File: config.mk
export PLATFORM = sky130hd
export DESIGN_NAME = aes_stream_ctrl
export DESIGN_NICKNAME = d
export VERILOG_FILES = /design/src/rtl/aes_stream_ctrl.sv
export SDC_FILE = /design/constraint.sdc
export NUM_CORES = 1
export LEC_CHECK = 0
export ABC_AREA = 1
export BUFFER_PORTS_ARGS = -buffer_cell sky130_fd_sc_hd__buf_2
export CAP_MARGIN = 20
export CORE_ASPECT_RATIO = 0.5
export CORE_MARGIN = 5
export CORE_UTILIZATION = 50
export DETAILED_ROUTE_END_ITERATION = 12
export PLACE_DENSITY_LB_ADDON = 0.05
export RECOVER_POWER = 100
export SLEW_MARGIN = 0
export SYNTH_ARGS = -nofsm -noshare
export SYNTH_HDL_FRONTEND = slang
export SYNTH_SLANG_ARGS = --single-unit
File: constraint.sdc
create_clock -name clk -period 20.2 [get_ports clk]
set_input_delay 4.04 -clock clk [delete_from_list [all_inputs] [get_ports clk]]
set_output_delay 4.04 -clock clk [all_outputs]
set_load 0.01 [all_outputs]
File: src/rtl/aes_stream_ctrl.sv
// aes_stream_ctrl: packs stream words into AES key/blocks, sequences the AES core and streams results out
module aes_stream_ctrl #(
    parameter int DATA_W = 32,
    parameter int BLK_S  = 128,
    parameter int KEY_S  = 128
) (
    input  logic              clk,
    input  logic              reset,
    input  logic [DATA_W-1:0] s_axis_tdata,
    input  logic              s_axis_tvalid,
    input  logic              s_axis_tlast,
    output logic              s_axis_tready,
    output logic [DATA_W-1:0] m_axis_tdata,
    output logic              m_axis_tvalid,
    output logic              m_axis_tlast,
    input  logic              m_axis_tready,
    output logic              aes_en,
    output logic              aes_cipher_mode,
    output logic              aes_decipher_mode,
    output logic              aes_key_exp_mode,
    output logic [KEY_S-1:0]  aes_key,
    output logic [BLK_S-1:0]  aes_in_blk,
    input  logic [BLK_S-1:0]  aes_out_blk,
    input  logic              aes_en_o,
    output logic              busy,
    output logic              pkt_err
);
    typedef enum logic [2:0] {IDLE, RECV_KEY, RECV_BLK, START, WAIT, SEND, DRAIN} state_t;
    state_t state, state_nx;
    logic [1:0] cnt, mode, code;
    logic [BLK_S-1:0] res;
    logic last_blk, drain, err_nx, in_hs, out_hs, fourth, recv, op;

    assign code   = s_axis_tdata[1:0];
    assign in_hs  = s_axis_tvalid & s_axis_tready;
    assign out_hs = m_axis_tvalid & m_axis_tready;
    assign fourth = cnt == 2'd3;
    assign recv   = state == RECV_KEY || state == RECV_BLK;
    assign op     = state == START || state == WAIT;
    assign err_nx = in_hs && ((state == IDLE && (s_axis_tlast || code == 2'd0)) ||
                              (recv && s_axis_tlast && !fourth) ||
                              (state == RECV_KEY && fourth && !s_axis_tlast));

    // state register
    always_ff @(posedge clk or posedge reset) begin
        if (reset) state <= IDLE;
        else state <= state_nx;
    end

    // next-state decode
    always_comb begin
        state_nx = state;
        case (state)
            IDLE:     if (in_hs && !s_axis_tlast) state_nx = code == 2'd0 ? DRAIN : code == 2'd3 ? RECV_KEY : RECV_BLK;
            RECV_KEY,
            RECV_BLK: if (in_hs && (s_axis_tlast || fourth)) state_nx = fourth ? START : IDLE;
            START:    state_nx = WAIT;
            WAIT:     if (aes_en_o) state_nx = mode != 2'd3 ? SEND : drain ? DRAIN : IDLE;
            SEND:     if (out_hs && fourth) state_nx = last_blk ? IDLE : RECV_BLK;
            DRAIN:    if (in_hs && s_axis_tlast) state_nx = IDLE;
            default:  state_nx = IDLE;
        endcase
    end

    // outputs decoded from state; tready is held low while reset is asserted so every output reads 0
    always_comb begin
        s_axis_tready     = !reset && (state == IDLE || recv || state == DRAIN);
        m_axis_tvalid     = state == SEND;
        m_axis_tlast      = m_axis_tvalid && fourth && last_blk;
        m_axis_tdata      = m_axis_tvalid ? res[BLK_S-1 -: DATA_W] : '0;
        aes_en            = state == START;
        aes_cipher_mode   = op && mode == 2'd1;
        aes_decipher_mode = op && mode == 2'd2;
        aes_key_exp_mode  = op && mode == 2'd3;
        busy              = state != IDLE;
    end

    // datapath: words shift in MSB-first, results shift out MSB-first, mode survives across data blocks
    always_ff @(posedge clk or posedge reset) begin
        if (reset) begin
            aes_key    <= '0;
            aes_in_blk <= '0;
            res        <= '0;
            cnt        <= '0;
            mode       <= '0;
            last_blk   <= 1'b0;
            drain      <= 1'b0;
            pkt_err    <= 1'b0;
        end else begin
            pkt_err <= err_nx;
            if (in_hs && state == IDLE) begin
                mode  <= code;
                drain <= 1'b0;
            end
            if (in_hs && state == RECV_KEY) aes_key <= {aes_key[KEY_S-DATA_W-1:0], s_axis_tdata};
            if (in_hs && state == RECV_KEY && fourth) drain <= !s_axis_tlast;
            if (in_hs && state == RECV_BLK) begin
                aes_in_blk <= {aes_in_blk[BLK_S-DATA_W-1:0], s_axis_tdata};
                last_blk   <= s_axis_tlast;
            end
            if ((in_hs && recv) || out_hs) cnt <= (in_hs && recv && s_axis_tlast) ? 2'd0 : cnt + 2'd1;
            if (state == WAIT && aes_en_o && mode == 2'd3) mode <= 2'd0;
            if (state == WAIT && aes_en_o && mode != 2'd3) res <= aes_out_blk;
            if (out_hs) res <= {res[BLK_S-DATA_W-1:0], {DATA_W{1'b0}}};
        end
    end
endmodule

# After elaboration in Yosys (flattened, before gate mapping)

Index checks and enable logic that the tools add are counted.

$add $sub $neg: 1
Equal/unequal tests: 17
Muxes and demuxes: 20
Bitwise operators: 2
Reduce and logical (&&, ||, !) cells: 45

Operator list:

| operator                                              | number |
|---|---|
| 2-to-1 mux 128 bit                                    | 2 |
| 2-to-1 mux 32 bit                                     | 1 |
| logical AND 1 bit                                     | 25 |
| 2-to-1 mux 3 bit                                      | 8 |
| one-hot mux 3 bit (6 select lines)                    | 1 |
| 2-to-1 mux 2 bit                                      | 6 |
| inequality test 2 bit, second input constant          | 5 |
| == test 3 bit, second input constant                  | 3 |
| logical OR 1 bit                                      | 9 |
| == test 2 bit, second input constant                  | 4 |
| == test 3 x 2 -> 1 bit, second input constant         | 2 |
| nonzero test 2 bit                                    | 3 |
| AND reduction 5 bit                                   | 1 |
| == test 3 x 1 -> 1 bit, second input constant         | 1 |
| zero test 1 bit                                       | 3 |
| zero test 3 bit                                       | 1 |
| nonzero test 3 bit                                    | 1 |
| adder 2 x 1 -> 2 bit, second input constant           | 1 |
| bitwise AND 1 bit                                     | 2 |
| == test 2 x 1 -> 1 bit, second input constant         | 1 |
| zero test 2 bit                                       | 1 |
| 2-to-1 mux 1 bit                                      | 2 |
| inequality test 2 x 1 -> 1 bit, second input constant | 1 |
| OR reduction 2 bit                                    | 1 |

Register bits: 394
Input bits: 166
Output and inout bits: 297
Logic and storage cells: 94

# Longest topological paths before layout

Word-level depth: 9
Depth in mapped cells: 10
Gate-level depth less buffers: 9

# Least setup slack after synthesis

OpenSTA, ideal clock, no wires.

Path kind: input port to output port
From: input port reset
To: output port s_axis_tready
Data arrival time: 12.856 ns
Required time: 16.160 ns
Slack: 3.304 ns
Stages on the path: 3
Path buffers: 0
Cell sequence: inv_1 nand2_1 nor2_1

Word-level cells in the longest chain between the ends: 2

Ends and longest elaborated chain:

| element                   | line | text |
|---|---|---|
| from (decl)               | 8    | `input logic reset,` |
| zero test 1 bit (no line) | n/a  |  |
| logical AND 1 bit         | 67   | `s_axis_tready = !reset && (state == IDLE \|\| recv \|\| state == DRAIN);` |
| to (decl)                 | 12   | `output logic s_axis_tready,` |

Every way passes these cells.

# Worst setup path after layout

From: input port m_axis_tready
To: register res[25]

Word-level cells in the longest chain between the ends: 2
Elaborated cells on any way between the ends: 3
Classes of those cells: 1 x mux; 1 x bitwise; 1 x reduce/logical

Ends and longest elaborated chain:

| element                                                         | line | text |
|---|---|---|
| from (decl)                                                     | 16   | `input logic m_axis_tready,` |
| bitwise AND 1 bit (*)                                           | 36   | `assign out_hs = m_axis_tvalid & m_axis_tready;` |
| 2-to-1 mux 128 bit / nonzero test 2 bit (equally long branches) | n/a  |  |
| to (signal assigned)                                            | 103  | `if (state == WAIT && aes_en_o && mode != 2'd3) res <= aes_out_blk;` |
| to (signal assigned)                                            | 104  | `if (out_hs) res <= {res[BLK_S-DATA_W-1:0], {DATA_W{1'b0}}};` |
| to (decl)                                                       | 31   | `logic [BLK_S-1:0] res;` |

Every way passes the cells marked *; elsewhere a longest branch is shown, timed or not.
A chain may end at the register's enable or synchronous reset.

==> metrics.cfg <==
[outcome]
outcome = complete, but fails checks
violations = capacitance limit, slew limit

[routing]
num_vias = 13381
viasPerCell = 4.86
drcViolationCount = 0
first_pass_iters = 5
post_drt_wl_per_cell_um = 16.0
wirelength_mm = 44.2
drtIter0Drc = 993
detail-route-antenna-nets = 0

[final_layout]
design_area_um2 = 19500
area.growth.synth_to_final_pct = 18.2
nets = 2453
drive_gt1_share_pct = 9.92

[min_path]
hp-class = reg2reg

[sta]
finalSetupViolCount = 0
fin_skew_ns = 0.00918
hold_violations = 0
finalCritPeriodShare_pct = 64.4
setup_tns_ns = 0
holdWs_ns = 0.469
post-route-min-period_ns = 13.01
slew_headroom_pct = -165
fmaxAchievable_mhz = 76.9
rsz0062_at_grt = no
tightest_slew_ns = 3.97
drv_slew = 995

[place]
hpwl_mm = 30.5
dpl_cell_area_um2 = 18700
place_congestion = 0.879
io_buffers = 462

[critical_path]
crit_type = in2reg
slowest_delay_ns = 3.53
cp_common_cell = clkbuf_1
setup.worst_path.start_class = primary input
end_kind = register
cp_cell_sequence = clkbuf_1 > nand2_1 > nand2_1 > clkbuf_1 > clkbuf_1 > o21ai_0
crit_arrival_ns = 13.30
worstPathMaxFanout = 130
crit_path_top_delay_cell = nand2_1
crit_required_ns = 20.49

[clock_network]
cts_root_buffer = clkbuf_16
numCtsBuffers = 36
cts_hold_buffers = 0
cts_tree = yes
clkSinkCount = 394
insertion_delay_ns = 0.52
postCtsSetupBuffers = 0
clockBufferDepth = 3
cts.repair.resized = 0
htree_levels = 2
clk_pin_slew_worst_paths_ns = 0.06

[floorplan]
core_area_um2 = 32800
die_x_um = 267
num_io_pins = 463
dieArea_um2 = 36900
die_h_um = 138
rows = 47
start_util_pct = 50.3

[logic_synthesis]
syn_nets = 2056
synth_top_area_share_pct = 59.9
syn-mean-instance-area_um2 = 8.72
synth_edf_count = 0
synth_flop_cell = dfrtp_1
async_flop_share_pct = 100
synth_area_leaders = dfrtp_1 60%, nand2_1 12%, o21ai_0 10%
synthCells = 1889
synthTopCellsByCount = 542 x nand2_1, 394 x dfrtp_1, 332 x o21ai_0
yosysSeqAreaShare_pct = 59.9
syn-cell-area_um2 = 16500
ys_ff_latch = 394
synth_most_common_cell = nand2_1
synth_cell_types = 29
post-synth-top-area-cell = dfrtp_1
ys_warn_count = 0

[power_and_ir_drop]
cellPowerDensity_nw_per_um2 = 155
vdd_drop_max_uv = 51.9
leakage_nw = 9.89

[grt]
grt_pass1_vias = 12653
grt_max_degree = 131
track_usage_pct = 23.0
grt_pass1_wl_mm = 69.8
grt_overflow_total = 0
antenna_found_initial = 10

[flow_run]
cap_viol_max_count = 13

-- where the power goes --
group	internal, mW	switching, mW
combinational	0.305	0.618
clock	0.405	0.296
sequential	1.17	0.220
-- worst paths after layout --
path / from / end / slack (ns) / cells after the start
setup / recovery: m_axis_tready / res[25] / 7.19 / 6
hold / removal: aes_in_blk[100] / aes_in_blk[100] / 0.47 / 2
setup reg to reg: state[2] / res[25] / 8.86 / 7
hold reg to reg: aes_in_blk[100] / aes_in_blk[100] / 0.47 / 2
max in group asynchronous: reset / aes_key[5] / 8.53 / 4
min in group asynchronous: reset / res[22] / 4.19 / 2
-- worst max-delay path, delay by kind of cell --
kind,cells,cell delay [ns]
AND/OR/NAND/NOR,2,5.40
buffers and inverters,3,3.48
AO/OA/AOI/OAI,1,0.30
-- area by class of cell --
| cell class | instances | area (um^2) |
|---|---|---|
| multi-input cells | 1140 | 4950 |
| fillers | 3229 | 13300 |
| diodes | 6 | 15.0 |
| inverters | 242 | 913 |
| well taps | 441 | 552 |
| clock buffers | 49 | 1020 |
| repair buffers | 472 | 1990 |
| flip-flops and latches | 394 | 9860 |
| clock inverters | 12 | 160 |
-- metal layers --
layer / GRT usage (%) / share of wire [%] / vias up / routed length, um
li1: - / - / 6704 / -
met1: 30.0 / 42 / 6276 / 18400
met2: 39.4 / 50 / 305 / 22100
met3: 4.17 / 5.2 / 86 / 2280
met4: 7.46 / 3.2 / 10 / 1410
met5: 0 / 0.11 / - / 48
-- cells by family (layout without fill, tap and decap cells) --
logic type | after synthesis | after routing | synth area share, %
other cells | 0 | 6 | 0
flops | 394 | 394 | 59.9
buf+inv | 355 | 775 | 9.81
compound gates | 430 | 430 | 13.1
fa+ha+maj | 1 | 1 | 0.0759
simple gates | 709 | 709 | 17.2
-- state kept, by name (all words and copies together) (netlist names) --
name and flops:
aes_key 128, drain 1, cnt 2, pkt_err 1, state 3, last_blk 1, mode 2, aes_in_blk 128
res 128
-- placed cells by master, fill, tap and decap left out, types with 6 or more instances in the layout --
cell / Yosys / final
dfrtp_1: 394 / 394
nor2_1: 77 / 77
nand2_1: 542 / 546
inv_1: 238 / 237
a21oi_1: 33 / 33
clkinv_2: 0 / 8
nand3_1: 78 / 79
buf_2: 41 / 166
clkbuf_16: 0 / 37
clkbuf_1: 24 / 310
diode_2: 0 / 6
o21ai_0: 332 / 389
-- through the flow --
stage	utilization (%)	power, mW	std cells	worst slack (ns)
6_report	59.4	3.01	2756	7.19
5_1_grt	59.4	3.24	2755	5.79
4_1_cts	60.8	3.11	2749	11.18
3_5_place_dp	57.2	2.40	2688	11.19
3_3_place_gp	57.2	2.37	2688	11.18
2_1_floorplan	-	1.95	1889	3.30
Note: power is estimated with default switching activity, not from simulation.
